### src/rtl/mw_wb_control_pkg.sv
// Shared constants for the MW->WB control slice: opcodes, ALU ops, writeback selects,
// status codes and the mult/div tracker states.
package mw_wb_control_pkg;

  localparam logic [4:0] OP_ALU  = 5'd0;
  localparam logic [4:0] OP_J    = 5'd1;
  localparam logic [4:0] OP_BNE  = 5'd2;
  localparam logic [4:0] OP_JAL  = 5'd3;
  localparam logic [4:0] OP_JR   = 5'd4;
  localparam logic [4:0] OP_ADDI = 5'd5;
  localparam logic [4:0] OP_BLT  = 5'd6;
  localparam logic [4:0] OP_SW   = 5'd7;
  localparam logic [4:0] OP_LW   = 5'd8;
  localparam logic [4:0] OP_SETX = 5'd21;
  localparam logic [4:0] OP_BEX  = 5'd22;

  localparam logic [4:0] ALU_ADD = 5'b00000;
  localparam logic [4:0] ALU_SUB = 5'b00001;
  localparam logic [4:0] ALU_MUL = 5'b00110;
  localparam logic [4:0] ALU_DIV = 5'b00111;

  localparam logic [2:0] EXC_NONE = 3'd0;
  localparam logic [2:0] EXC_ADD  = 3'd1;
  localparam logic [2:0] EXC_ADDI = 3'd2;
  localparam logic [2:0] EXC_SUB  = 3'd3;
  localparam logic [2:0] EXC_MUL  = 3'd4;
  localparam logic [2:0] EXC_DIV  = 3'd5;

  typedef enum logic [2:0] {
    WB_ALU    = 3'd0,
    WB_MEM    = 3'd1,
    WB_PC1    = 3'd2,
    WB_MD     = 3'd3,
    WB_TARGET = 3'd4,
    WB_EXC    = 3'd5
  } wb_sel_e;

  typedef enum logic [1:0] {
    MD_IDLE  = 2'd0,
    MD_BUSY  = 2'd1,
    MD_WRITE = 2'd2
  } md_state_e;

  function automatic logic is_md_aluop(input logic [4:0] aluop);
    return (aluop == ALU_MUL) || (aluop == ALU_DIV);
  endfunction

endpackage

### src/rtl/mw_wb_control_md_tracker.sv
// Tracks one in-flight mult/div: IDLE/BUSY/WRITE FSM, timeout counter,
// latched destination register and mul/div type.
module mw_md_tracker
  import mw_wb_control_pkg::*;
#(
  parameter int DATA_W     = 32,
  parameter int OPCODE_W   = 5,
  parameter int REG_W      = 5,
  parameter int MD_TIMEOUT = 40
) (
  input  logic              clk_i,
  input  logic              rst_i,
  input  logic              md_start_i,
  input  logic [DATA_W-1:0] md_insn_i,
  input  logic              md_ready_i,
  output logic              busy_o,
  output logic              accept_o,
  output logic              start_stall_o,
  output logic [REG_W-1:0]  rd_o,
  output logic              is_div_o,
  output logic              timeout_err_o
);

  localparam int CNT_W = (MD_TIMEOUT > 1) ? $clog2(MD_TIMEOUT) : 1;

  md_state_e        state_q, state_d;
  logic [CNT_W-1:0] cnt_q, cnt_d;
  logic [REG_W-1:0] rd_q, rd_d;
  logic             div_q, div_d;
  logic             tmo_q, tmo_d;
  logic             take;

  logic unused_md_insn;
  assign unused_md_insn = ^md_insn_i;

  always_comb begin
    state_d = state_q;
    cnt_d   = cnt_q;
    rd_d    = rd_q;
    div_d   = div_q;
    tmo_d   = 1'b0;
    take    = 1'b0;
    case (state_q)
      MD_IDLE:  take = md_start_i;
      MD_BUSY: begin
        cnt_d = cnt_q + CNT_W'(1);
        if (md_ready_i) begin
          state_d = MD_WRITE;
        end else if (cnt_q == CNT_W'(MD_TIMEOUT - 1)) begin
          state_d = MD_IDLE;
          tmo_d   = 1'b1;
        end
      end
      MD_WRITE: begin
        state_d = MD_IDLE;
        take    = md_start_i;
      end
      default:  state_d = MD_IDLE;
    endcase
    if (take) begin
      state_d = MD_BUSY;
      cnt_d   = '0;
      rd_d    = md_insn_i[DATA_W-OPCODE_W-1 -: REG_W];
      div_d   = (md_insn_i[6:2] == ALU_DIV);
    end
  end

  always_ff @(posedge clk_i) begin
    if (rst_i) begin
      state_q <= MD_IDLE;
      cnt_q   <= '0;
      rd_q    <= '0;
      div_q   <= 1'b0;
      tmo_q   <= 1'b0;
    end else begin
      state_q <= state_d;
      cnt_q   <= cnt_d;
      rd_q    <= rd_d;
      div_q   <= div_d;
      tmo_q   <= tmo_d;
    end
  end

  assign busy_o        = (state_q != MD_IDLE);
  assign accept_o      = (state_q == MD_BUSY) && md_ready_i;
  assign start_stall_o = (state_q == MD_BUSY) && md_start_i;
  assign rd_o          = rd_q;
  assign is_div_o      = div_q;
  assign timeout_err_o = tmo_q;

endmodule

### src/rtl/mw_wb_control.sv
// MW->WB control: decodes the MW instruction into registered regfile write controls and
// arbitrates the write port with the mult/div result. Optional: MW_EXC_STATUS_EN.
module mw_wb_control
  import mw_wb_control_pkg::*;
#(
  parameter int DATA_W     = 32,
  parameter int OPCODE_W   = 5,
  parameter int REG_W      = 5,
  parameter int LINK_REG   = 31,
  parameter int STATUS_REG = 30,
  parameter int MD_TIMEOUT = 40
) (
  input  logic              clock,
  input  logic              reset,
  input  logic              mw_valid,
  input  logic [DATA_W-1:0] mw_insn,
  input  logic              alu_ovf,
  input  logic              md_start,
  input  logic [DATA_W-1:0] md_insn,
  input  logic              md_ready,
  input  logic              md_exception,
  output logic              wb_en,
  output logic [REG_W-1:0]  wb_addr,
  output logic [2:0]        wb_sel,
  output logic [2:0]        status_code,
  output logic              md_busy,
  output logic              stall_req,
  output logic              md_timeout_err
);

  logic [OPCODE_W-1:0] mw_op;
  logic [REG_W-1:0]    mw_rd;
  logic [4:0]          mw_aluop;
  logic                mw_we, mw_wr;
  logic [REG_W-1:0]    mw_addr;
  wb_sel_e             mw_sel;
  logic [2:0]          mw_code;

  logic                md_accept, md_start_stall, md_div;
  logic [REG_W-1:0]    md_rd;
  logic                md_we;
  logic [REG_W-1:0]    md_addr;
  wb_sel_e             md_sel;
  logic [2:0]          md_code;

  logic                wb_en_q, wb_en_d;
  logic [REG_W-1:0]    wb_addr_q, wb_addr_d;
  wb_sel_e             wb_sel_q, wb_sel_d;
  logic [2:0]          wb_code_q, wb_code_d;

  logic unused_in;
  assign unused_in = ^{mw_insn, alu_ovf, md_exception};

  assign mw_op    = mw_insn[DATA_W-1 -: OPCODE_W];
  assign mw_rd    = mw_insn[DATA_W-OPCODE_W-1 -: REG_W];
  assign mw_aluop = mw_insn[6:2];

  always_comb begin
    mw_we   = 1'b0;
    mw_addr = mw_rd;
    mw_sel  = WB_ALU;
    mw_code = EXC_NONE;
    case (mw_op)
      OPCODE_W'(OP_ALU):  mw_we = !is_md_aluop(mw_aluop);
      OPCODE_W'(OP_ADDI): mw_we = 1'b1;
      OPCODE_W'(OP_LW): begin
        mw_we  = 1'b1;
        mw_sel = WB_MEM;
      end
      OPCODE_W'(OP_JAL): begin
        mw_we   = 1'b1;
        mw_addr = REG_W'(LINK_REG);
        mw_sel  = WB_PC1;
      end
      OPCODE_W'(OP_SETX): begin
        mw_we   = 1'b1;
        mw_addr = REG_W'(STATUS_REG);
        mw_sel  = WB_TARGET;
      end
      default: ;
    endcase
`ifdef MW_EXC_STATUS_EN
    if (alu_ovf && mw_op == OPCODE_W'(OP_ALU)) begin
      if (mw_aluop == ALU_ADD)      mw_code = EXC_ADD;
      else if (mw_aluop == ALU_SUB) mw_code = EXC_SUB;
    end else if (alu_ovf && mw_op == OPCODE_W'(OP_ADDI)) begin
      mw_code = EXC_ADDI;
    end
    if (mw_code != EXC_NONE) begin
      mw_we   = 1'b1;
      mw_addr = REG_W'(STATUS_REG);
      mw_sel  = WB_EXC;
    end
`endif
  end

  assign mw_wr = mw_valid && mw_we && (mw_addr != '0);

  mw_md_tracker #(
    .DATA_W    (DATA_W),
    .OPCODE_W  (OPCODE_W),
    .REG_W     (REG_W),
    .MD_TIMEOUT(MD_TIMEOUT)
  ) u_md_tracker (
    .clk_i        (clock),
    .rst_i        (reset),
    .md_start_i   (md_start),
    .md_insn_i    (md_insn),
    .md_ready_i   (md_ready),
    .busy_o       (md_busy),
    .accept_o     (md_accept),
    .start_stall_o(md_start_stall),
    .rd_o         (md_rd),
    .is_div_o     (md_div),
    .timeout_err_o(md_timeout_err)
  );

  always_comb begin
    md_we   = (md_rd != '0);
    md_addr = md_rd;
    md_sel  = WB_MD;
    md_code = EXC_NONE;
`ifdef MW_EXC_STATUS_EN
    if (md_exception) begin
      md_we   = 1'b1;
      md_addr = REG_W'(STATUS_REG);
      md_sel  = WB_EXC;
      md_code = md_div ? EXC_DIV : EXC_MUL;
    end
`endif
  end

  // A stalled MW instruction is held upstream, so it is written only once the stall drops.
  assign stall_req = (md_accept && mw_wr) || md_start_stall;

  always_comb begin
    wb_en_d   = 1'b0;
    wb_addr_d = '0;
    wb_sel_d  = WB_ALU;
    wb_code_d = EXC_NONE;
    if (md_accept) begin
      wb_en_d   = md_we;
      wb_addr_d = md_addr;
      wb_sel_d  = md_sel;
      wb_code_d = md_code;
    end else if (mw_wr && !stall_req) begin
      wb_en_d   = 1'b1;
      wb_addr_d = mw_addr;
      wb_sel_d  = mw_sel;
      wb_code_d = mw_code;
    end
  end

  always_ff @(posedge clock) begin
    if (reset) begin
      wb_en_q   <= 1'b0;
      wb_addr_q <= '0;
      wb_sel_q  <= WB_ALU;
      wb_code_q <= EXC_NONE;
    end else begin
      wb_en_q   <= wb_en_d;
      wb_addr_q <= wb_addr_d;
      wb_sel_q  <= wb_sel_d;
      wb_code_q <= wb_code_d;
    end
  end

  assign wb_en       = wb_en_q;
  assign wb_addr     = wb_addr_q;
  assign wb_sel      = wb_sel_q;
  assign status_code = wb_code_q;

endmodule

### config.mk
export PLATFORM = sky130hd
export DESIGN_NAME = mw_wb_control
export DESIGN_NICKNAME = d
export VERILOG_FILES = /design/src/rtl/mw_wb_control_pkg.sv /design/src/rtl/mw_wb_control_md_tracker.sv /design/src/rtl/mw_wb_control.sv
export SDC_FILE = /design/constraint.sdc
export NUM_CORES = 1
export LEC_CHECK = 0
export ABC_AREA = 1
export BUFFER_PORTS_ARGS = -buffer_cell sky130_fd_sc_hd__buf_2
export CORE_ASPECT_RATIO = 1.1
export CORE_MARGIN = 2
export CORE_UTILIZATION = 40
export DETAILED_ROUTE_END_ITERATION = 10
export MAX_ROUTING_LAYER = met4
export PLACE_DENSITY = 0.76
export SYNTH_ARGS = -nofsm -noshare
export SYNTH_HDL_FRONTEND = slang
export SYNTH_SLANG_ARGS = --single-unit
### constraint.sdc
create_clock -name clock -period 1.6 [get_ports clock]
set_input_delay 0.32 -clock clock [delete_from_list [all_inputs] [get_ports clock]]
set_output_delay 0.32 -clock clock [all_outputs]
set_load 0.02 [all_outputs]
==> impl_metrics.xml, run 1 <==
<?xml version="1.0" encoding="UTF-8"?>
<metrics>
  <group name="timing">
    <metric name="timing.final.hold_violations" unit="">0</metric>
    <metric name="period_needed" unit="ns">1.57</metric>
    <metric name="setup_total_negative_slack" unit="ns">0</metric>
    <metric name="timing.fmax" unit="MHz">637</metric>
    <metric name="slew_viol_final" unit="">0</metric>
    <metric name="fin_skew" unit="ns">0.00146</metric>
    <metric name="count_of_final_setup_violators" unit="">0</metric>
    <metric name="fin_crit_sh" unit="%">98.1</metric>
    <metric name="unrepaired_setup_endpoints_after_global_routing" unit="">true</metric>
  </group>
  <group name="cells_and_area">
    <metric name="antenna_cells" unit="">0</metric>
    <metric name="layout-area-overhead-vs-synth" unit="%">32.1</metric>
    <metric name="most_common_cell_after_layout_fill_and_taps_aside" unit="">sky130_fd_sc_hd__buf_2</metric>
    <metric name="layout.cells.most_common_list" unit="">sky130_fd_sc_hd__buf_2 (29), sky130_fd_sc_hd__dfxtp_1 (22), sky130_fd_sc_hd__nand2_1 (19)</metric>
    <metric name="final_net_count" unit="">276</metric>
    <metric name="finished_layout_cell_area" unit="um^2">1560</metric>
    <metric name="fraction_of_layout_cells_with_a_size_suffix_above_1" unit="%">43.3</metric>
  </group>
  <group name="floorplanning">
    <metric name="ioPinCount" unit="">86</metric>
    <metric name="die_width" unit="um">55.8</metric>
    <metric name="die_h" unit="um">61.0</metric>
    <metric name="effective_utilization_at_floorplan" unit="%">42.5</metric>
    <metric name="num_rows" unit="">20</metric>
    <metric name="design.die.area" unit="um^2">3400</metric>
    <metric name="design.core.area" unit="um^2">2780</metric>
  </group>
  <group name="place">
    <metric name="hpwl" unit="um">1750</metric>
    <metric name="gpl.final_weighted_congestion" unit="">0.850</metric>
    <metric name="dpl_cell_area" unit="um^2">1430</metric>
    <metric name="numPortBuffers" unit="">35</metric>
  </group>
  <group name="clock_network">
    <metric name="cts_tree" unit="">yes</metric>
    <metric name="clk_pin_slew" unit="ns">0.12</metric>
    <metric name="cts-root-to-sink-buffers" unit="">2</metric>
    <metric name="htree_num_levels" unit="">1</metric>
    <metric name="clock-sinks" unit="">23</metric>
    <metric name="root_buf_cell" unit="">sky130_fd_sc_hd__clkbuf_4</metric>
    <metric name="clk_latency" unit="ns">0.31</metric>
    <metric name="hold_buffers" unit="">0</metric>
    <metric name="tritoncts.num_buffers" unit="">3</metric>
  </group>
  <group name="flow_run">
    <metric name="max_cap_viol_count" unit="">0</metric>
  </group>
  <group name="grt">
    <metric name="grt_pass1_wl" unit="um">4330</metric>
    <metric name="track_usage" unit="%">16.9</metric>
    <metric name="antenna_found_initial" unit="">0</metric>
    <metric name="largest_net_degree_at_the_start_of_global_routing" unit="">14</metric>
    <metric name="gr-total-overflow" unit="">0</metric>
    <metric name="first_global_vias" unit="">1042</metric>
  </group>
  <group name="synthesis">
    <metric name="synth.avg_cell_area" unit="um^2">7.67</metric>
    <metric name="syn-cell-area" unit="um^2">1180</metric>
    <metric name="fraction_of_registers_with_async_set_reset" unit="%">0</metric>
    <metric name="synth-warning-count" unit="">0</metric>
    <metric name="synth_cell_type_count" unit="">28</metric>
    <metric name="number_of_enable_type_register_cells_in_the_synthesized_netlist" unit="">0</metric>
    <metric name="ys_seq_area_share" unit="%">39.0</metric>
    <metric name="dominant_register_cell_in_the_synthesized_netlist" unit="">sky130_fd_sc_hd__dfxtp_1</metric>
    <metric name="synthesis.instances" unit="">154</metric>
    <metric name="ys_ff_latch" unit="">23</metric>
  </group>
  <group name="route">
    <metric name="detailroute.via_count" unit="">1124</metric>
    <metric name="drtAntennaViolNets" unit="">0</metric>
    <metric name="detail_route.wirelength" unit="um">2520</metric>
    <metric name="routed_via_density" unit="">4.76</metric>
    <metric name="drt_pre_antenna_iters" unit="">6</metric>
    <metric name="drt_drc_violations_left" unit="">0</metric>
    <metric name="drt_iter0_drc" unit="">41</metric>
    <metric name="wire_per_inst" unit="um">10.7</metric>
  </group>
  <group name="critical_path">
    <metric name="critical_path.max_fanout" unit="">3</metric>
    <metric name="path_class" unit="">input port to primary output</metric>
    <metric name="crit_path_end_kind" unit="">primary output</metric>
    <metric name="setup.worst_path.start_class" unit="">input port</metric>
    <metric name="timing.critical_path.buf_inv" unit="">3</metric>
    <metric name="worst_path_largest_cell_delay" unit="ns">0.13</metric>
    <metric name="crit_family" unit="">simple AND/OR/NAND/NOR gates</metric>
    <metric name="cp.required" unit="ns">1.28</metric>
    <metric name="worst_path_max_delay_cell" unit="">sky130_fd_sc_hd__nor2_4</metric>
    <metric name="crit_path_cell_trace" unit="">buf_6 -&gt; nor2_4 -&gt; inv_2 -&gt; nor2_4 -&gt; nor2_2 -&gt; nand3_2 -&gt; nand2_4 -&gt; nor2_8 -&gt; nand2_2 -&gt; nand2_2 -&gt; buf_6</metric>
    <metric name="critPathArrivalTime" unit="ns">1.25</metric>
  </group>
  <group name="power">
    <metric name="leakage" unit="nW">0.724</metric>
    <metric name="vdd_ir_max" unit="V">0.000436</metric>
    <metric name="power_density" unit="nW/um^2">698</metric>
    <metric name="finalPower" unit="W">0.00109</metric>
  </group>
  <group name="run_status">
    <metric name="outcome" unit="">completed</metric>
  </group>
  <group name="min_path">
    <metric name="worstHoldPathType" unit="">input port to register</metric>
  </group>
</metrics>
[cell families after synthesis]
family / after synthesis / share of synthesized area (%)
other: 1 / 0.317
adder cells (fa/ha/maj): 1 / 1.06
AO/OA/AOI/OAI: 23 / 10.2
buffers and inverters: 30 / 10.6
flip-flops: 23 / 39.0
AND/OR/NAND/NOR: 76 / 38.9
[through the flow]
step | hold WS (ns) | utilization [%] | setup WS [ns] | cells
finish | 0.187 | 56.2 | 0.0297 | 236
global route | 0.171 | 56.2 | -0.0632 | 236
CTS | 0.171 | 55.2 | -0.000721 | 234
detailed placement | 0.456 | 51.4 | -0.0259 | 226
global placement | 0.463 | 51.4 | -0.0166 | 226
floorplan | 0.398 | - | 0.151 | 156
[layout make-up]
cell class                      instances  area [um^2]
Sequential cell                        23          462
Multi-Input combinational cell        103          621
Fill cell                             259         1220
Tap cell                               33         41.3
Timing Repair Buffer                   48          314
Inverter                               25         96.3
Clock buffer                            4         26.3
[metal layers]
layer	track usage [%]	vias up	share of wire [%]
li1	-	598	-
met1	21.0	474	46
met2	26.2	44	45
met3	3.20	8	6.5
met4	9.18	0	2.0
met5	-	-	0
[sequential cells by signal, summed over array words and instances, names as in the netlist]
register                    count
wb_addr                         5
wb_sel                          3
u_md_tracker.cnt_q              6
u_md_tracker.state_q            2
u_md_tracker.timeout_err_o      1
wb_en                           1
u_md_tracker.rd_o               5
[final timing paths]
kind	startpoint	to	slack (ns)	cells after the start
min	md_ready	u_md_tracker.timeout_err_o	0.19	2
max reg2reg	u_md_tracker.state_q[0]	u_md_tracker.cnt_q[5]	0.15	9
min reg2reg	u_md_tracker.rd_o[1]	wb_addr[1]	0.48	2
max	mw_insn[30]	stall_req	0.03	11
[report_power, final]
part | internal, W | switching (W) | leakage (nW)
Combinational | 0.0000953 | 0.000126 | 0.522
Sequential | 0.000592 | 0.00000861 | 0.187
Clock | 0.0000973 | 0.000169 | 0.0150
Total | 0.000784 | 0.000304 | 0.724
[cell usage after synthesis, types with 3 or more instances]
cell	instances	area [um^2]
sky130_fd_sc_hd__nand2_2	4	25.0
sky130_fd_sc_hd__o21ai_0	9	45.0
sky130_fd_sc_hd__inv_1	19	71.3
sky130_fd_sc_hd__inv_2	6	22.5
sky130_fd_sc_hd__dfxtp_1	23	460
sky130_fd_sc_hd__a21oi_1	12	60.1
sky130_fd_sc_hd__nor2_4	6	67.6
sky130_fd_sc_hd__nand4_1	10	62.6
sky130_fd_sc_hd__nand2_1	23	86.3
sky130_fd_sc_hd__nor3_1	3	15.0
sky130_fd_sc_hd__nor2_1	9	33.8
sky130_fd_sc_hd__buf_4	3	22.5
sky130_fd_sc_hd__nand3_1	9	45.0
[repair_timing]
action / CTS / global route
setup endpoints to repair: 1 / 1
pin swaps: 14 / 13
setup buffers: 4 / 2
gates resized for setup: 19 / 5
Note: power is estimated with default switching activity, not from simulation.
==> inputs of run 2 (changes only) <==
--- a/config.mk
+++ b/config.mk
@@ -9,10 +9,11 @@
 export BUFFER_PORTS_ARGS = -buffer_cell sky130_fd_sc_hd__buf_2
 export CORE_ASPECT_RATIO = 1.1
 export CORE_MARGIN = 2
-export CORE_UTILIZATION = 40
+export CORE_UTILIZATION = 41
 export DETAILED_ROUTE_END_ITERATION = 10
 export MAX_ROUTING_LAYER = met4
 export PLACE_DENSITY = 0.76
 export SYNTH_ARGS = -nofsm -noshare
 export SYNTH_HDL_FRONTEND = slang
+export SYNTH_HIERARCHICAL = 1
 export SYNTH_SLANG_ARGS = --single-unit
==> run 2 against run 1 <==
Net effect:
- the run now ends with negative setup slack left
- cell count increased by 4.2%
- wire length increased by 8.3%
- clock power shrank 2%
- utilization increased by 3.2 points
==> impl_metrics.xml, run 2 <==
<?xml version="1.0" encoding="UTF-8"?>
<metrics>
  <group name="run_status">
    <metric name="outcome" unit="">finished with violations</metric>
    <metric name="failed_checks" unit="">negative setup slack</metric>
  </group>
  <group name="cells_and_area">
    <metric name="fraction_of_layout_cells_with_a_size_suffix_above_1" unit="%">44.6</metric>
    <metric name="finished_layout_cell_area" unit="um^2">1670</metric>
    <metric name="largest_reg_flops" unit="">6</metric>
    <metric name="final_net_count" unit="">286</metric>
    <metric name="layout.cells.most_common_list" unit="">sky130_fd_sc_hd__nand2_1 (32), sky130_fd_sc_hd__buf_2 (29), sky130_fd_sc_hd__dfxtp_1 (22)</metric>
    <metric name="antenna_cells" unit="">0</metric>
    <metric name="most_common_cell_after_layout_fill_and_taps_aside" unit="">sky130_fd_sc_hd__nand2_1</metric>
    <metric name="multi_input_area" unit="um^2">711</metric>
    <metric name="layout-area-overhead-vs-synth" unit="%">36.9</metric>
    <metric name="registers.top_by_ff_count" unit="">u_md_tracker/cnt_q</metric>
    <metric name="final-seq-area" unit="um^2">464</metric>
    <metric name="fillers" unit="">247</metric>
  </group>
  <group name="critical_path">
    <metric name="crit_path_end_kind" unit="">primary output</metric>
    <metric name="critical_path.max_fanout" unit="">3</metric>
    <metric name="path_class" unit="">input port to primary output</metric>
    <metric name="critPathArrivalTime" unit="ns">1.30</metric>
    <metric name="setup.worst_path.start_class" unit="">input port</metric>
    <metric name="cp.required" unit="ns">1.28</metric>
  </group>
  <group name="grt">
    <metric name="antenna_found_initial" unit="">0</metric>
    <metric name="track_usage" unit="%">16.2</metric>
    <metric name="gr-total-overflow" unit="">0</metric>
    <metric name="first_global_vias" unit="">1086</metric>
    <metric name="grt_pass1_wl" unit="um">4350</metric>
    <metric name="largest_net_degree_at_the_start_of_global_routing" unit="">14</metric>
  </group>
  <group name="timing">
    <metric name="period_needed" unit="ns">1.62</metric>
    <metric name="count_of_final_setup_violators" unit="">1</metric>
    <metric name="fin_skew" unit="ns">0.00311</metric>
    <metric name="timing.final.ws_setup" unit="ns">-0.0192</metric>
    <metric name="fin_crit_sh" unit="%">101</metric>
    <metric name="slew_viol_final" unit="">0</metric>
    <metric name="timing.fmax" unit="MHz">618</metric>
    <metric name="timing.final.hold_violations" unit="">0</metric>
    <metric name="unrepaired_setup_endpoints_after_global_routing" unit="">true</metric>
  </group>
  <group name="clock_network">
    <metric name="tritoncts.num_buffers" unit="">3</metric>
    <metric name="root_buf_cell" unit="">sky130_fd_sc_hd__clkbuf_4</metric>
    <metric name="clk_pin_slew" unit="ns">0.12</metric>
    <metric name="cts_tree" unit="">yes</metric>
    <metric name="cts-root-to-sink-buffers" unit="">2</metric>
    <metric name="clk_latency" unit="ns">0.30</metric>
    <metric name="clock-sinks" unit="">23</metric>
    <metric name="htree_num_levels" unit="">1</metric>
  </group>
  <group name="place">
    <metric name="hpwl" unit="um">1920</metric>
    <metric name="numPortBuffers" unit="">35</metric>
    <metric name="dpl_cell_area" unit="um^2">1480</metric>
    <metric name="placement.setup.worst_slack" unit="ns">-0.0396</metric>
    <metric name="gpl.final_weighted_congestion" unit="">0.792</metric>
  </group>
  <group name="route">
    <metric name="wire_per_inst" unit="um">11.1</metric>
    <metric name="drt_pre_antenna_iters" unit="">4</metric>
    <metric name="detailroute.via_count" unit="">1180</metric>
    <metric name="drt_drc_violations_left" unit="">0</metric>
    <metric name="detail_route.wirelength" unit="um">2730</metric>
    <metric name="routed_via_density" unit="">4.80</metric>
    <metric name="drtAntennaViolNets" unit="">0</metric>
    <metric name="drt_iter0_drc" unit="">28</metric>
  </group>
  <group name="min_path">
    <metric name="worstHoldPathType" unit="">input port to register</metric>
  </group>
  <group name="floorplanning">
    <metric name="design.die.area" unit="um^2">3420</metric>
    <metric name="num_rows" unit="">20</metric>
    <metric name="die_width" unit="um">55.9</metric>
    <metric name="design.core.area" unit="um^2">2800</metric>
    <metric name="effective_utilization_at_floorplan" unit="%">43.4</metric>
    <metric name="die_h" unit="um">61.1</metric>
    <metric name="ioPinCount" unit="">86</metric>
  </group>
  <group name="power">
    <metric name="vdd_ir_max" unit="V">0.000457</metric>
    <metric name="finalPower" unit="W">0.00111</metric>
    <metric name="leakage" unit="nW">0.807</metric>
    <metric name="power_density" unit="nW/um^2">665</metric>
  </group>
  <group name="synthesis">
    <metric name="syn-cell-area" unit="um^2">1220</metric>
    <metric name="synth-warning-count" unit="">6</metric>
    <metric name="synthesis.instances" unit="">161</metric>
    <metric name="synth.avg_cell_area" unit="um^2">7.55</metric>
  </group>
  <group name="flow_run">
    <metric name="max_cap_viol_count" unit="">0</metric>
  </group>
</metrics>
==> run 2: cell count changes in the layout (fill, tap and decap cells not counted), sizes merged, moves of 2 or more <==
cell,before,now
or2,1,3
o21ai,9,3
buf,48,51
inv,25,18
nand2,28,41
clkinv,0,3
nor2,18,26
a21oi,13,9
==> run 2: where the power goes <==
| group | switching, W | total (W) | internal [W] |
|---|---|---|---|
| registers | 0.0000102 | 0.000602 | 0.000591 |
| clock network | 0.000168 | 0.000261 | 0.0000932 |
| logic | 0.000140 | 0.000245 | 0.000105 |
==> run 2: per-stage QoR <==
stage	setup TNS (ns)	hold slack, ns	utilization [%]	std cells
5_1_grt	-0.0853	0.217	59.4	246
4_1_cts	0	0.227	55.1	241
3_5_place_dp	-0.0396	0.446	52.7	235
3_3_place_gp	-0.0303	0.445	52.7	235
2_1_floorplan	0	0.432	-	163
6_report	-0.0192	0.232	59.4	246
==> run 2: critical path, cell delays in order <==
cell,delay (ns)
sky130_fd_sc_hd__buf_8,0.10
sky130_fd_sc_hd__nor2_4,0.14
sky130_fd_sc_hd__inv_2,0.06
sky130_fd_sc_hd__nor2_4,0.11
sky130_fd_sc_hd__nor2_2,0.06
sky130_fd_sc_hd__nand3_2,0.07
sky130_fd_sc_hd__nand2_4,0.07
sky130_fd_sc_hd__nor2_8,0.11
sky130_fd_sc_hd__nand2_2,0.06
sky130_fd_sc_hd__nand2_2,0.08
sky130_fd_sc_hd__buf_6,0.11
==> run 2: final timing paths <==
kind / startpoint / end / slack, ns / depth (start not counted)
min reg2reg: u_md_tracker/rd_o[1] / u_md_tracker/rd_o[1] / 0.47 / 2
min: md_insn[22] / u_md_tracker/rd_o[0] / 0.23 / 3
max: mw_insn[31] / stall_req / -0.02 / 11
max reg2reg: u_md_tracker/state_q[0] / wb_addr[0] / 0.23 / 7
==> run 2: area by class of cell <==
| cell class | count | area share [%] |
|---|---|---|
| Sequential cell | 23 | 27.9 |
| Tap cell | 33 | 2.48 |
| Inverter | 20 | 4.88 |
| Clock buffer | 3 | 1.35 |
| Multi-Input combinational cell | 115 | 42.7 |
| Clock inverter | 1 | 0.301 |
| Timing Repair Buffer | 51 | 20.4 |
==> run 2: per-layer routing <==
layer | part of all wire (%) | up-vias | GRT usage [%]
li1 | - | 619 | -
met1 | 43 | 507 | 19.8
met3 | 6.6 | 4 | 3.78
met5 | 0 | - | -
met2 | 50 | 50 | 28.4
met4 | 0.84 | 0 | 2.04
==> run 2: repair_timing <==
action | in CTS | in global routing
endpoints found under the setup margin | 1 | 1
hold buffers | 0 | 0
buffers inserted | 2 | 5
resized for setup | 10 | 28
pin swaps | 1 | 15
==> inputs of run 3 (changes only) <==
--- a/config.mk
+++ b/config.mk
@@ -13,6 +13,7 @@
 export DETAILED_ROUTE_END_ITERATION = 10
 export MAX_ROUTING_LAYER = met4
 export PLACE_DENSITY = 0.76
+export RECOVER_POWER = 25
 export SYNTH_ARGS = -nofsm -noshare
 export SYNTH_HDL_FRONTEND = slang
 export SYNTH_HIERARCHICAL = 1
==> run 3 against run 2 <==
Net effect:
- non-clock buffer count did not move
- sequential share of layout area grew 0.40 points
- utilization is 0.85 points lower
- flip-flop and latch count unchanged
- via count grew 0.76%
- count of clock-buffer cells in the layout did not move
- sequential power hardly changed
- clock skew hardly changed
- wire length rose by 0.11%
- largest power group unchanged
- the run still ends with negative setup slack left
- clock power hardly changed
- register-to-register slack worse by 0.12 ns
==> impl_metrics.xml, run 3 (synthesized netlist as in run 2, its figures left out) <==
<?xml version="1.0" encoding="UTF-8"?>
<metrics>
  <group name="route">
    <metric name="drtAntennaViolNets" unit="">0</metric>
    <metric name="drt_pre_antenna_iters" unit="">4</metric>
    <metric name="detailroute.via_count" unit="">1189</metric>
    <metric name="wire_per_inst" unit="um">11.1</metric>
    <metric name="drt_iter0_drc" unit="">28</metric>
    <metric name="detail_route.wirelength" unit="um">2730</metric>
    <metric name="drt_drc_violations_left" unit="">0</metric>
    <metric name="routed_via_density" unit="">4.83</metric>
  </group>
  <group name="timing">
    <metric name="timing.final.ws_setup" unit="ns">-0.0194</metric>
    <metric name="unrepaired_setup_endpoints_after_global_routing" unit="">true</metric>
    <metric name="worst_slew_pin_slew" unit="ns">0.570</metric>
    <metric name="period_needed" unit="ns">1.62</metric>
    <metric name="slew_viol_final" unit="">0</metric>
    <metric name="fin_crit_sh" unit="%">101</metric>
    <metric name="timing.final.hold_violations" unit="">0</metric>
    <metric name="max_slew_margin" unit="%">61.8</metric>
    <metric name="timing.fmax" unit="MHz">617</metric>
    <metric name="fin_worst_hold_slack" unit="ns">0.233</metric>
    <metric name="count_of_final_setup_violators" unit="">1</metric>
    <metric name="fin_skew" unit="ns">0.00352</metric>
  </group>
  <group name="floorplanning">
    <metric name="effective_utilization_at_floorplan" unit="%">43.4</metric>
    <metric name="design.die.area" unit="um^2">3420</metric>
    <metric name="design.core.area" unit="um^2">2800</metric>
    <metric name="ioPinCount" unit="">86</metric>
    <metric name="num_rows" unit="">20</metric>
    <metric name="die_width" unit="um">55.9</metric>
    <metric name="die_h" unit="um">61.1</metric>
  </group>
  <group name="grt">
    <metric name="track_usage" unit="%">16.2</metric>
    <metric name="first_global_vias" unit="">1086</metric>
    <metric name="gr-total-overflow" unit="">0</metric>
    <metric name="antenna_found_initial" unit="">0</metric>
    <metric name="largest_net_degree_at_the_start_of_global_routing" unit="">14</metric>
    <metric name="grt_pass1_wl" unit="um">4350</metric>
  </group>
  <group name="critical_path">
    <metric name="crit_path_end_kind" unit="">primary output</metric>
    <metric name="cp.depth" unit="">11</metric>
    <metric name="path_class" unit="">input port to primary output</metric>
    <metric name="worst_path_max_delay_cell" unit="">sky130_fd_sc_hd__nor2_4</metric>
    <metric name="endpoint" unit="">stall_req</metric>
    <metric name="crit_path_cell_trace" unit="">buf_8 -&gt; nor2_4 -&gt; inv_2 -&gt; nor2_4 -&gt; nor2_2 -&gt; nand3_2 -&gt; nand2_4 -&gt; nor2_8 -&gt; nand2_2 -&gt; nand2_2 -&gt; buf_6</metric>
    <metric name="timing.critical_path.buf_inv" unit="">3</metric>
    <metric name="timing.reg2reg.worst_path_depth" unit="">5</metric>
    <metric name="cp.required" unit="ns">1.28</metric>
    <metric name="crit_start" unit="">mw_insn[31]</metric>
    <metric name="critical_path.reg2reg.startpoint" unit="">u_md_tracker/state_q[0]</metric>
    <metric name="critPathArrivalTime" unit="ns">1.30</metric>
    <metric name="setup.worst_path.start_class" unit="">input port</metric>
    <metric name="critical_path.max_fanout" unit="">3</metric>
    <metric name="reg2reg_to" unit="">u_md_tracker/cnt_q[0]</metric>
    <metric name="crit_family" unit="">simple AND/OR/NAND/NOR gates</metric>
    <metric name="setup.reg_to_reg.worst_slack" unit="ns">0.11</metric>
    <metric name="worst_path_largest_cell_delay" unit="ns">0.14</metric>
  </group>
  <group name="power">
    <metric name="vdd_ir_max" unit="V">0.000456</metric>
    <metric name="power_density" unit="nW/um^2">668</metric>
    <metric name="leakage" unit="nW">0.797</metric>
  </group>
  <group name="run_status">
    <metric name="outcome" unit="">finished with violations</metric>
    <metric name="failed_checks" unit="">negative setup slack</metric>
  </group>
  <group name="cells_and_area">
    <metric name="stdcell_count" unit="">246</metric>
    <metric name="utilization" unit="%">58.6</metric>
    <metric name="most_common_cell_after_layout_fill_and_taps_aside" unit="">sky130_fd_sc_hd__nand2_1</metric>
    <metric name="antenna_cells" unit="">0</metric>
    <metric name="largest_reg_flops" unit="">6</metric>
    <metric name="layout-area-overhead-vs-synth" unit="%">35.0</metric>
    <metric name="fraction_of_layout_cells_with_a_size_suffix_above_1" unit="%">43.7</metric>
    <metric name="registers.top_by_ff_count" unit="">u_md_tracker/cnt_q</metric>
    <metric name="finished_layout_cell_area" unit="um^2">1640</metric>
    <metric name="layout.cells.most_common_list" unit="">sky130_fd_sc_hd__nand2_1 (32), sky130_fd_sc_hd__buf_2 (29), sky130_fd_sc_hd__dfxtp_1 (22)</metric>
    <metric name="final_net_count" unit="">286</metric>
  </group>
  <group name="flow_run">
    <metric name="max_cap_viol_count" unit="">0</metric>
  </group>
  <group name="min_path">
    <metric name="worstHoldPathType" unit="">input port to register</metric>
  </group>
  <group name="place">
    <metric name="hpwl" unit="um">1920</metric>
    <metric name="numPortBuffers" unit="">35</metric>
    <metric name="placement.setup.worst_slack" unit="ns">-0.0396</metric>
    <metric name="dp_cells" unit="">235</metric>
    <metric name="gpl.final_weighted_congestion" unit="">0.792</metric>
    <metric name="dpl_cell_area" unit="um^2">1480</metric>
  </group>
  <group name="clock_network">
    <metric name="hold_buffers" unit="">0</metric>
    <metric name="tritoncts.num_buffers" unit="">3</metric>
    <metric name="root_buf_cell" unit="">sky130_fd_sc_hd__clkbuf_4</metric>
    <metric name="htree_num_levels" unit="">1</metric>
    <metric name="clock-sinks" unit="">23</metric>
    <metric name="clk_pin_slew" unit="ns">0.12</metric>
    <metric name="clk_latency" unit="ns">0.30</metric>
    <metric name="cts_tree" unit="">yes</metric>
    <metric name="cts-root-to-sink-buffers" unit="">2</metric>
  </group>
</metrics>
[run 3: cell types whose count changed in the layout (fill, tap and decap cells not counted)]
| cell | previous run | this run |
|---|---|---|
| sky130_fd_sc_hd__nor2_4 | 9 | 8 |
| sky130_fd_sc_hd__nor2_1 | 13 | 15 |
| sky130_fd_sc_hd__nor2_8 | 2 | 1 |
[run 3: per-layer routing]
layer | GRT usage, % | share of wire, % | up-vias
met3 | 3.78 | 7.2 | 4
met4 | 2.04 | 0.84 | 0
met5 | - | 0 | -
met2 | 28.4 | 50 | 53
met1 | 19.8 | 42 | 515
li1 | - | - | 617
[run 3: metrics by stage]
step                setup TNS (ns)  power (W)
floorplan                        0   0.000743
global placement           -0.0303   0.000810
detailed placement         -0.0396   0.000813
CTS                              0    0.00109
global route                -0.124    0.00116
finish                     -0.0194    0.00110
[run 3: worst min-delay path, stage by stage]
cell and delay, ns:
sky130_fd_sc_hd__buf_2 0.07, sky130_fd_sc_hd__nand3_1 0.06, sky130_fd_sc_hd__nand2_1 0.06
[run 3: report_power, final]
group,internal [W],switching (W)
clock,0.0000932,0.000167
sequential,0.000591,0.0000103
combinational,0.000102,0.000134
total,0.000786,0.000311
[run 3: how the worst min path moves through the flow]
stage                               startpoint                   end  slack, ns  cells after the start
after global routing               md_insn[22]  u_md_tracker/rd_o[0]       0.22                      3
after floorplan           u_md_tracker/rd_o[0]  u_md_tracker/rd_o[0]       0.43                      2
final                              md_insn[22]  u_md_tracker/rd_o[0]       0.23                      3
after CTS                          md_insn[22]  u_md_tracker/rd_o[0]       0.23                      3
after detailed placement  u_md_tracker/rd_o[1]  u_md_tracker/rd_o[1]       0.45                      2
after global placement    u_md_tracker/rd_o[4]  u_md_tracker/rd_o[4]       0.45                      2
[run 3: area by class of cell]
cell class / instances / area (um^2)
fillers: 250 / 1160
repair buffers: 51 / 340
inverters: 20 / 81.3
flip-flops and latches: 23 / 464
clock buffers: 3 / 22.5
well taps: 33 / 41.3
multi-input cells: 115 / 687
clock inverters: 1 / 5.00
[run 3: timing repair]
item	in CTS	in global routing
resized for setup	10	28
pin swaps	1	15
buffers inserted	2	5
setup endpoints to repair	1	1
